<file path="config.mk">
export PLATFORM = sky130hd
export DESIGN_NAME = branch_predict_unit
export DESIGN_NICKNAME = d
export VERILOG_FILES = /design/src/rtl/branch_predict_unit_pkg.sv /design/src/rtl/branch_predict_unit_cond.sv /design/src/rtl/branch_predict_unit.sv
export SDC_FILE = /design/constraint.sdc
export NUM_CORES = 1
export LEC_CHECK = 0
export BUFFER_PORTS_ARGS = -buffer_cell sky130_fd_sc_hd__buf_2
export CAP_MARGIN = 40
export CORE_UTILIZATION = 50
export DETAILED_ROUTE_END_ITERATION = 8
export PLACE_DENSITY_LB_ADDON = 0.08
export SLEW_MARGIN = 10
export SYNTH_ARGS = -nofsm -noshare
export SYNTH_HDL_FRONTEND = slang
export SYNTH_SLANG_ARGS = --single-unit
</file>
<file path="constraint.sdc">
create_clock -name clk -period 15.1 [get_ports clk]
set_input_delay 1.51 -clock clk [delete_from_list [all_inputs] [get_ports clk]]
set_output_delay 1.51 -clock clk [all_outputs]
set_load 0.005 [all_outputs]
</file>
<file path="src/rtl/branch_predict_unit_pkg.sv">
// Shared definitions for the branch prediction unit: condition codes, rt-field
// selectors, 2-bit counter states and FSM encodings.
package branch_predict_unit_pkg;

    localparam logic [2:0] OP_BGEZ_BLTZ = 3'b000;
    localparam logic [2:0] OP_BLEZ      = 3'b001;
    localparam logic [2:0] OP_BGTZ      = 3'b010;
    localparam logic [2:0] OP_JALR      = 3'b011;
    localparam logic [2:0] OP_BEQ       = 3'b100;
    localparam logic [2:0] OP_BNE       = 3'b101;

    localparam logic [4:0] RT_BGEZ = 5'b00001;
    localparam logic [4:0] RT_BLTZ = 5'b00000;

    typedef enum logic [1:0] {
        CTR_STRONG_NT = 2'b00,
        CTR_WEAK_NT   = 2'b01,
        CTR_WEAK_T    = 2'b10,
        CTR_STRONG_T  = 2'b11
    } ctr_state_e;

    typedef enum logic {
        ST_CLEAR = 1'b0,
        ST_RUN   = 1'b1
    } bpu_state_e;

    // Saturating 2-bit counter step toward the resolved direction.
    function automatic logic [1:0] ctr_next(input logic [1:0] ctr, input logic taken);
        logic [1:0] nxt;
        nxt = ctr;
        if (taken && ctr != CTR_STRONG_T)
            nxt = ctr + 2'd1;
        else if (!taken && ctr != CTR_STRONG_NT)
            nxt = ctr - 2'd1;
        return nxt;
    endfunction

endpackage

</file>
<file path="src/rtl/branch_predict_unit_cond.sv">
// Combinational branch condition evaluation; module branch_cond_eval.
// All tests treat operands as signed 32-bit two's complement.
module branch_cond_eval
    import branch_predict_unit_pkg::*;
(
    input  logic [2:0]  branch_op,
    input  logic [4:0]  branch_instruction,
    input  logic [31:0] judge_data,
    input  logic [31:0] cmp_data,
    output logic        branch_enable
);

    logic rs_neg;
    logic rs_zero;

    assign rs_neg  = judge_data[31];
    assign rs_zero = (judge_data == 32'd0);

    // Unknown rt-field values under op 000 fall back to bltz behaviour.
    always_comb begin
        branch_enable = 1'b0;
        case (branch_op)
            OP_BGEZ_BLTZ: begin
                case (branch_instruction)
                    RT_BGEZ: branch_enable = ~rs_neg;
                    RT_BLTZ: branch_enable = rs_neg;
                    default: branch_enable = rs_neg;
                endcase
            end
            OP_BLEZ: branch_enable = rs_neg | rs_zero;
            OP_BGTZ: branch_enable = ~rs_neg & ~rs_zero;
            OP_JALR: branch_enable = 1'b1;
            OP_BEQ:  branch_enable = (judge_data == cmp_data);
            OP_BNE:  branch_enable = (judge_data != cmp_data);
            default: branch_enable = 1'b0;
        endcase
    end

endmodule

</file>
<file path="src/rtl/branch_predict_unit.sv">
// Bimodal branch predictor: 2-bit counter table swept to INIT_CTR after reset.
// Optional BRANCH_STATS_EN adds resolve and mispredict counters.
module branch_predict_unit
    import branch_predict_unit_pkg::*;
#(
    parameter int         BHT_DEPTH = 64,
    parameter logic [1:0] INIT_CTR  = 2'b01
) (
    input  logic        clk,
    input  logic        rst,
    input  logic [31:0] pred_pc,
    output logic        pred_taken,
    output logic        ready,
    input  logic        res_valid,
    input  logic [31:0] res_pc,
    input  logic [2:0]  branch_op,
    input  logic [4:0]  branch_instruction,
    input  logic [31:0] judge_data,
    input  logic [31:0] cmp_data,
    output logic        branch_enable,
    output logic        mispredict
`ifdef BRANCH_STATS_EN
    ,
    output logic [31:0] stat_branches,
    output logic [31:0] stat_mispredicts
`endif
);

    localparam int IDX_W = $clog2(BHT_DEPTH);

    logic [1:0]       bht [BHT_DEPTH];
    bpu_state_e       state;
    logic [IDX_W-1:0] clear_idx;
    logic [IDX_W-1:0] pred_idx;
    logic [IDX_W-1:0] res_idx;
    logic [1:0]       pred_ctr;
    logic [1:0]       res_ctr;
    logic             unused_pc_bits;

    branch_cond_eval u_cond (
        .branch_op          (branch_op),
        .branch_instruction (branch_instruction),
        .judge_data         (judge_data),
        .cmp_data           (cmp_data),
        .branch_enable      (branch_enable)
    );

    assign pred_idx       = pred_pc[IDX_W+1:2];
    assign res_idx        = res_pc[IDX_W+1:2];
    assign pred_ctr       = bht[pred_idx];
    assign res_ctr        = bht[res_idx];
    assign ready          = (state == ST_RUN);
    assign pred_taken     = ready & pred_ctr[1];
    assign unused_pc_bits = ^{pred_pc[31:IDX_W+2], pred_pc[1:0],
                              res_pc[31:IDX_W+2], res_pc[1:0]};

    // Table contents are deliberately not reset; the CLEAR sweep initialises them.
    always_ff @(posedge clk) begin
        if (rst) begin
            state      <= ST_CLEAR;
            clear_idx  <= '0;
            mispredict <= 1'b0;
        end else begin
            case (state)
                ST_CLEAR: begin
                    bht[clear_idx] <= INIT_CTR;
                    clear_idx      <= clear_idx + 1'b1;
                    mispredict     <= 1'b0;
                    if (clear_idx == IDX_W'(BHT_DEPTH - 1))
                        state <= ST_RUN;
                end
                ST_RUN: begin
                    mispredict <= res_valid & (branch_enable != res_ctr[1]);
                    if (res_valid)
                        bht[res_idx] <= ctr_next(res_ctr, branch_enable);
                end
            endcase
        end
    end

`ifdef BRANCH_STATS_EN
    always_ff @(posedge clk) begin
        if (rst) begin
            stat_branches    <= 32'd0;
            stat_mispredicts <= 32'd0;
        end else begin
            if (res_valid && ready)
                stat_branches <= stat_branches + 32'd1;
            if (mispredict)
                stat_mispredicts <= stat_mispredicts + 32'd1;
        end
    end
`endif

endmodule
</file>
======== Word level (Yosys, flattened, before mapping) ========
Memory sizes are Yosys's and may differ from the RTL's.
Index checks and enable logic that the tools add are counted.
word-level totals
  register bits ........................... 8
  RAM bits ................................ 128
  input port bits ......................... 139
  output and inout port bits .............. 4
  logic and storage cells ................. 52
  memories ................................ 1
cells by class
  add/sub/neg operators ................... 3
  equality and inequality tests ........... 11
  mux-type cells .......................... 20
  bitwise gates (word level) .............. 7
  reduce and logical (&&, ||, !) cells .... 7
memory list
  memory  depth  bits a word  read ports  clocked after Yosys merged registers in  write ports  RTL line                   RTL
  bht     64     2            2           0                                        1            branch_predict_unit.sv:31  logic [1:0] bht [BHT_DEPTH];
operator list
  kind                                                                    number
  32-bit equality test                                                    1
  32-bit logical NOT                                                      1
  32-bit inequality test                                                  1
  2-bit two-way mux                                                       6
  1-bit two-way mux                                                       11
  6-bit by 1-bit adder with 6-bit output (second input constant)          1
  3-bit by 2-bit equality test with 1-bit output (second input constant)  2
  3-bit equality test (second input constant)                             2
  6-bit equality test (second input constant)                             1
  6-bit two-way mux                                                       1
  1-bit case mux with 6 select lines                                      1
  5-bit by 1-bit equality test with 1-bit output (second input constant)  1
  1-bit bitwise AND                                                       3
  3-bit by 1-bit equality test with 1-bit output (second input constant)  1
  3-bit logical NOT                                                       1
  1-bit inverter                                                          3
  2-bit by 1-bit adder with 2-bit output (second input constant)          1
  1-bit logical AND                                                       2
  2-bit inequality test (second input constant)                           1
  1-bit case mux with 2 select lines                                      1
  2-bit nonzero test                                                      1
  2-bit OR reduction                                                      1
  2-bit by 1-bit subtractor with 2-bit output (second input constant)     1
  1-bit logical NOT                                                       1
  2 further kinds                                                         2

======== Depth between registers and ports, before layout ========
Gate-level depths: netlist of run 1.
  depth in word-level cells ............... 12
  mapped depth ............................ 12
  depth with buffers taken out ............ 10

======== Hierarchy ========
From an unflattened synthesis of run 1, not the netlist that was laid out.
second synthesis, totals
  cell total of the unflattened synthesis .. 510
  area, all modules ....................... 7036.7 µm²
modules (own cells, without submodules)
  module               times used  cells each  area each (µm²)  sequential area each (µm²)
  branch_predict_unit  1           446         6538.8           4003.8
  branch_cond_eval     1           64          498.0            0.0

======== Worst setup path before layout of run 1 ========
Ideal clock, no wire load.
  kind .................................... input port to flip-flop
  start point ............................. in res_pc[3]
  end point ............................... mem bht[0][1], data pin
  library setup time ...................... 0.548 ns
  arrival ................................. 5.589 ns
  data required time ...................... 14.552 ns
  setup slack ............................. 8.963 ns
  stages on the path ...................... 10
  buffers on the path ..................... 2
  path through ............................ buf_2 > buf_2 > mux4_2 > mux4_2 > mux2_2 > o21ai_2 > ha_1 > nor2b_1 > a211o_1 > a21oi_1
between the ends
  word-level cells in the longest chain between the ends .. 9
  elaborated cells between the ends (all ways) .. 13
ends and longest elaborated chain
  item                                                                                                 RTL line                       RTL
  from (decl)                                                                                          branch_predict_unit.sv:15      input logic [31:0] res_pc,
  memory 64 x 2 bit *                                                                                  --
  parallel branches: the longest is 3 deep, another holds 2-bit by 1-bit subtractor with 2-bit output  --
  2-bit two-way mux *                                                                                  branch_predict_unit_pkg.sv:31  if (taken && ctr != CTR_STRONG_T)
  2-bit two-way mux *                                                                                  branch_predict_unit.sv:74      if (res_valid)
  2-bit two-way mux *                                                                                  branch_predict_unit.sv:64      case (state)
  2-bit two-way mux *                                                                                  branch_predict_unit.sv:59      if (rst) begin
  2-bit two-way mux (no source line) *                                                                 --
  to (decl)                                                                                            branch_predict_unit.sv:31
Every way passes the cells marked *. The select of a mux whose other input is x is not followed.

======== Worst setup path in the final report of run 1 ========
  start point ............................. in pred_pc[2]
  end point ............................... out pred_taken
between the ends
  word-level cells in the longest chain between the ends .. 2
ends and longest elaborated chain
  item               RTL line                   RTL
  from (decl)        branch_predict_unit.sv:11  input logic [31:0] pred_pc,
  memory 64 x 2 bit  --
  1-bit bitwise AND  branch_predict_unit.sv:53  assign pred_taken = ready & pred_ctr[1];
  to (decl)          branch_predict_unit.sv:12  output logic pred_taken,
No other way between the ends.

==> summary.md, run 1 <==
| Metric | Value |
|---|---|
| Status | `complete, no violations` |
| Wire per inst | `21.31 um` |
| Final Cell Area | `8058 um2` |
| Mapped Area | `about 6900 um2` |
| Setup_tns | `0 ps` |
| Cell internal pwr | `about 0.00068 W` |
| Die area | `roughly 14000 um2` |
| GRT Overall Usage | `around a quarter` |
| DR pass1 iterations | `5` |
| GP Congestion | `a little over 0.8` |
| Max_cap viols | `0` |
| Slew HR | `58.62%` |
| Endpoints failing setup | `0` |
| Hold-fix buffers, CTS | `0` |
| Sink Count | `about 140` |
| Number of synthesized register bits | `approximately 140` |
| Top cell type's share of synthesized area | `56.06%` |
| Place WS | `between 9000 and 10000 ps` |
| CP Launch Type | `input pin` |
| Vias in the first global route | `roughly 4600` |
| Slew Viols, Final | `0` |
| Routed Antenna Nets | `0` |
| Area taken by multi-input logic gates | `~2700 um2` |
| PostCTS Resize Cnt | `0` |
| Via count | `between 4000 and 5000` |
| RSZ-0062 raised after global routing | `no` |
| Crit Path Max Fanout | `16` |
| Asr flop ratio synth | `0%` |
| Minimum clock period | `approximately 5400 ps` |
| Max rail drop VDD | `slightly above 0.09 mV` |
| Register area | `around 4000 um2` |
| Pin count of the biggest net entering global routing | `between 60 and 70` |
| Skew final | `about 9.4 ps` |
| Syn Nets | `roughly 610` |
| Ranking of synthesized cells by area | `edfxtp_1 (56%), mux4_2 (19%), nor2_1 (4.4%)` |
| Grt total ovfl | `0` |
| Top cell type by total area after synthesis | `edfxtp_1` |
| Fin. Hold Viols | `0` |
| Switch Pwr | `about 0.00019 W` |
| Initial drt markers | `approximately 310` |
| Fillers | `1027` |
| Cells after Synth | `~470` |
| Mean post-synth cell area | `around 15 um2` |
| Seq pwr share | `between 40% and 50%` |
| Clk root buf | `clkbuf_16` |
| H-tree levels | `4` |
| Commonest non-fill, non-tap cell in the layout | `edfxtp_1` |
| Final Net Count | `around 700` |
| R2R depth | `9` |
| Worst-margin pin slew | `roughly 620 ps` |
| Share of total power in the clock network | `around 45%` |
| Row cnt | `42` |
| Ys flop type | `edfxtp_1` |
| Initial Util | `between 50% and 60%` |
| CTS max path bufs | `2` |
| Hold Path Class | `reg -> reg` |
| First-pass GRT wire length | `between 20 and 30 mm` |
| Count of unique library cells instantiated by Yosys | `46` |
| Core footprint | `between 10000 and 15000 um2` |
| CTS tree | `built` |
| Period utilisation layout | `a little over a third` |
| CP Class | `in -> out` |
| Combinational share of power | `under 10%` |
| Routed vias/inst | `a little under 6` |
| WP data arrival | `~4000 ps` |
| Seq/Total Area, Yosys | `between 50% and 60%` |
| Placed Area | `approximately 7500 um2` |
| Sw Ratio | `between 20% and 30%` |
| Worst Slack Setup Final | `9661 ps` |
| Area Overhead vs Synth | `17.52%` |
| Hold Path Depth | `2` |
| Fmax | `~180 MHz` |
| Post-CTS setup buffers | `0` |
| Io pins | `143` |
| Worst-path clk slew | `about 50 ps` |
| Port buffer count | `90` |
| Antenna violations before repair | `0` |
| WL final | `15.92 mm` |
| Lkg Pwr | `between 2 and 3 nW` |
| Commonest cells after routing, fill and taps aside | `edfxtp_1 (128), buf_2 (90), nor2_1 (81)` |
| Antenna Cells | `0` |
| Detail Placement HPWL | `around 11 mm` |
| Share of cells above drive strength 1 | `between 30% and 40%` |
| DRC | `0` |
| Number of synthesized flops with an enable pin | `between 100 and 150` |
| Chip Width | `between 100 and 150 um` |
| YS warnings | `0` |
| WHS | `575.3 ps` |
| Worst EP required | `approximately 14000 ps` |
| Die height | `roughly 120 um` |
| CTS Buf Count | `17` |
| Final Util | `between 60% and 70%` |
| Worst-Skew Late Latency | `420 ps` |
| Crit. End Element | `output pin` |
| Power Dens Cells | `roughly 110 nW/um2` |
## per-stage QoR
step                total power (W)  cells
finish                    0.0008682    747
global route              0.0008942    747
CTS                       0.0008742    747
detailed placement        0.0004856    716
global placement          0.0004842    713
floorplan                 0.0004584    466
## metal layers
layer	up-vias	global-route usage [%]	share of wire [%]	wire [um]
li1	2022	-	-	-
met1	2216	31.23	40	6418
met2	166	40.41	50	7993
met3	23	5.651	7.3	1167
met4	0	9.889	2.1	339
met5	-	0	0	0
## Yosys cell counts (all sizes together) (3+ instances only)
cell    instances
edfxtp        128
nor2           81
mux4           57
xnor2          34
nand2          30
buf            13
nand3          11
nand4          11
nor4           10
clkbuf          8
dfxtp           8
mux2i           8
o21ai           7
or3             5
a21oi           4
inv             4
nand2b          4
xor2            4
ha              3
nand3b          3
nor2b           3
o211ai          3
o21a            3
## final cells by class
class | instances | area share [%]
Sequential cell | 136 | 49.69
Multi-Input combinational cell | 305 | 34.07
Timing Repair Buffer | 95 | 6.366
Clock buffer | 19 | 5.373
Tap cell | 176 | 2.733
Clock inverter | 12 | 1.584
Inverter | 4 | 0.1863
## cells by family (layout without fill, tap and decap cells)
logic type	count (synthesis)	count (layout)	share of synthesized area, %
compound gates	31	31	3.175
xor+xnor	38	38	4.854
fa+ha+maj	3	3	0.5475
buf+inv	25	130	1.734
flops	136	136	58.39
mux	67	67	20.22
simple gates	166	166	11.08
## worst max-delay path: stages
cell,delay [ps]
buf_2,490
mux4_2,600
mux4_2,510
mux4_2,520
and2_1,180
buf_2,120
## power by group through the flow
stage,sequential (W),clock [W],combinational [W]
2_1_floorplan,0.000417,0,0.0000417
3_3_place_gp,0.000417,0,0.0000671
3_5_place_dp,0.000417,0,0.0000684
4_1_cts,0.000409,0.000396,0.0000688
5_1_grt,0.000410,0.000411,0.0000741
6_report,0.000409,0.000390,0.0000683
## flip-flops by register name, summed over array words and instances (netlist names)
name        count
bht           128
clear_idx       6
mispredict      1
ready           1
## worst paths after layout
path / slack (ps) / end / start
worst min-delay path: 580 / clear_idx[3] / clear_idx[3]
worst max-delay path: 9660 / pred_taken / pred_pc[2]
worst max register to register: 11500 / bht[19][1] / bht[7][0]
worst min register to register: 580 / clear_idx[3] / clear_idx[3]
Power figures use the tool's default switching activity.
==> run 2, diff against run 1 <==
- clock period: 15.1 -> 5 ns (I/O delays scaled with it)
==> run 2 against run 1 <==
Against the previous run:
- wire length increased by 4.5%
- flip-flop and latch count unchanged
- combinational power increased to 3.1 times the previous value
- via count increased by 1.3%
- worst hold slack got worse by 190 ps
- non-clock buffer count increased by 1
- clock skew decreased by 0.92 ps
- register-to-register slack got worse by 9800 ps
- critical path depth increased by 5
- largest power group unchanged
- highest routed layer unchanged
==> summary.md, run 2 (synthesis gave the netlist of run 1 again) <==
| Metric | Value |
|---|---|
| DR pass1 iterations | `4` |
| Final Util | `about three fifths` |
| WP data arrival | `3800 ps` |
| Final Net Count | `702` |
| Fmax | `around 270 MHz` |
| Vias in the first global route | `~4700` |
| Hold-fix buffers, CTS | `0` |
| Fin. Hold Viols | `0` |
| Worst EP required | `5150 ps` |
| CTS max path bufs | `2` |
| R2R depth | `9` |
| Row cnt | `42` |
| Hold Path Class | `in -> reg` |
| Max reg flops | `about 130` |
| Largest registers | `bht: 128 flops, clear_idx: 6 flops` |
| Seq pwr share | `between 40% and 50%` |
| Clk root buf | `clkbuf_16` |
| Register area | `roughly 4000 um2` |
| Cell internal pwr | `0.002098 W` |
| Max_cap viols | `0` |
| Slew HR | `56.11%` |
| Place WS | `883.7 ps` |
| Routed vias/inst | `between 6 and 7` |
| CP Class | `in -> reg` |
| CP Launch Type | `input pin` |
| CTS tree | `built` |
| WL final | `between 15 and 20 mm` |
| Worst-margin pin slew | `~660 ps` |
| DRC | `0` |
| Sw Ratio | `about a fifth` |
| Initial drt markers | `between 300 and 400` |
| RSZ-0062 raised after global routing | `no` |
| Die height | `roughly 120 um` |
| Slowest CP cell | `buf_2` |
| Skew final | `about 8.5 ps` |
| H-tree levels | `4` |
| Share of cells above drive strength 1 | `about a third` |
| Setup_tns | `0 ps` |
| Crit Path Max Fanout | `between 50 and 60` |
| Worst-path clk slew | `~50 ps` |
| Area taken by multi-input logic gates | `~2700 um2` |
| Crit path buffers/inverters | `4` |
| Delay-heaviest family, CP | `multiplexers` |
| Max rail drop VDD | `roughly 0.25 mV` |
| Wire per inst | `roughly 22 um` |
| Status | `complete, no violations` |
| Grt total ovfl | `0` |
| CTS Buf Count | `17` |
| Period utilisation layout | `~73%` |
| Commonest cells after routing, fill and taps aside | `edfxtp_1 (128), buf_2 (90), nor2_1 (81)` |
| Port buffer count | `90` |
| Switch Pwr | `roughly 0.00056 W` |
| Chip Width | `between 100 and 150 um` |
| Lkg Pwr | `about 2.9 nW` |
| Via count | `between 4000 and 5000` |
| Crit. End Element | `register` |
| Worst-Skew Late Latency | `between 400 and 500 ps` |
| Initial Util | `about half` |
| Sink Count | `about 140` |
| Endpoints failing setup | `0` |
| Fillers | `~1000` |
| Io pins | `143` |
| Power Dens Cells | `around 330 nW/um2` |
| Critical path's largest stage delay | `about 510 ps` |
| Die area | `approximately 14000 um2` |
| Post-CTS setup buffers | `0` |
| PostCTS Resize Cnt | `0` |
| Routed Antenna Nets | `0` |
| Commonest non-fill, non-tap cell in the layout | `edfxtp_1` |
| Antenna Cells | `0` |
| Combinational share of power | `roughly 7.9%` |
| Slew Viols, Final | `0` |
| GRT Overall Usage | `25.70%` |
| Detail Placement HPWL | `around 11 mm` |
| Worst Slack Setup Final | `1351 ps` |
| Worst path cell trace | `buf_2 -> buf_12 -> mux4_2 -> mux2i_1 -> o2111ai_1 -> a32oi_1 -> inv_2 -> ha_1 -> mux2i_1 -> mux2_2 -> buf_12` |
| Hold Path Depth | `2` |
| Core footprint | `approximately 13000 um2` |
| Area Overhead vs Synth | `18.01%` |
| Antenna violations before repair | `1` |
| Biggest register | `bht` |
| Pin count of the biggest net entering global routing | `65` |
| GP Congestion | `0.8487` |
| Critical path depth | `11` |
| Minimum clock period | `roughly 3600 ps` |
| First-pass GRT wire length | `approximately 26 mm` |
| Share of total power in the clock network | `between 40% and 50%` |
run 2: cell types whose count changed in the layout (fill, tap and decap cells not counted):
cell	change
buf_4	-1
clkinvlp_4	-1
bufinv_16	+1
clkbuf_1	-1
inv_6	-2
buf_12	+2
run 2: path summary, 6_finish.rpt:
path	slack, ps	start	to
setup / recovery	1350	res_pc[3]	bht[24][0]
hold / removal	390	rst	clear_idx[1]
setup reg to reg	1670	bht[46][0]	bht[24][0]
hold reg to reg	570	clear_idx[3]	clear_idx[3]
run 2: final cells by class:
type                       instances  share of cell area [%]
clock buffer                      18                   5.304
clock inverter                    10                   1.639
inverter                           4                  0.1856
multi-input combinational        305                   33.93
sequential                       136                   49.48
tap                              176                   2.722
timing repair buffer              96                   6.742
run 2: power by group through the flow:
stage | combinational [W] | sequential [W] | clock, W
2_1_floorplan | 0.000127 | 0.00126 | 0
3_3_place_gp | 0.000207 | 0.00126 | 0
3_5_place_dp | 0.000210 | 0.00126 | 0
4_1_cts | 0.000212 | 0.00124 | 0.00122
5_1_grt | 0.000228 | 0.00124 | 0.00126
6_report | 0.000210 | 0.00124 | 0.00121
run 2: layer usage:
| metal | track usage (%) | wire length, um | vias to the layer above |
|---|---|---|---|
| met3 | 6.082 | 1190 | 38 |
| met5 | 0 | 0 | - |
| met4 | 11.39 | 481 | 0 |
| met2 | 41.64 | 8221 | 182 |
| li1 | - | - | 2018 |
| met1 | 33.08 | 6742 | 2248 |
run 2: metrics by stage:
| step | hold WS, ps | total power [W] | instance area [um2] | cells |
|---|---|---|---|---|
| 2_1_floorplan | 511.8 | 0.001385 | 6860 | 466 |
| 3_3_place_gp | 551.1 | 0.001467 | 7510 | 716 |
| 3_5_place_dp | 562.1 | 0.001470 | 7530 | 717 |
| 4_1_cts | 380.5 | 0.002671 | 8092 | 745 |
| 5_1_grt | 425.4 | 0.002722 | 8092 | 745 |
| 6_report | 385.4 | 0.002659 | 8092 | 745 |
run 2: worst register-to-register path, stage by stage (launching register included):
cell,delay [ps]
edfxtp_1,360
mux4_2,520
mux4_2,490
mux2_2,290
o21ai_2,220
inv_2,60
ha_1,210
mux2i_1,180
mux2_2,480
buf_12,220
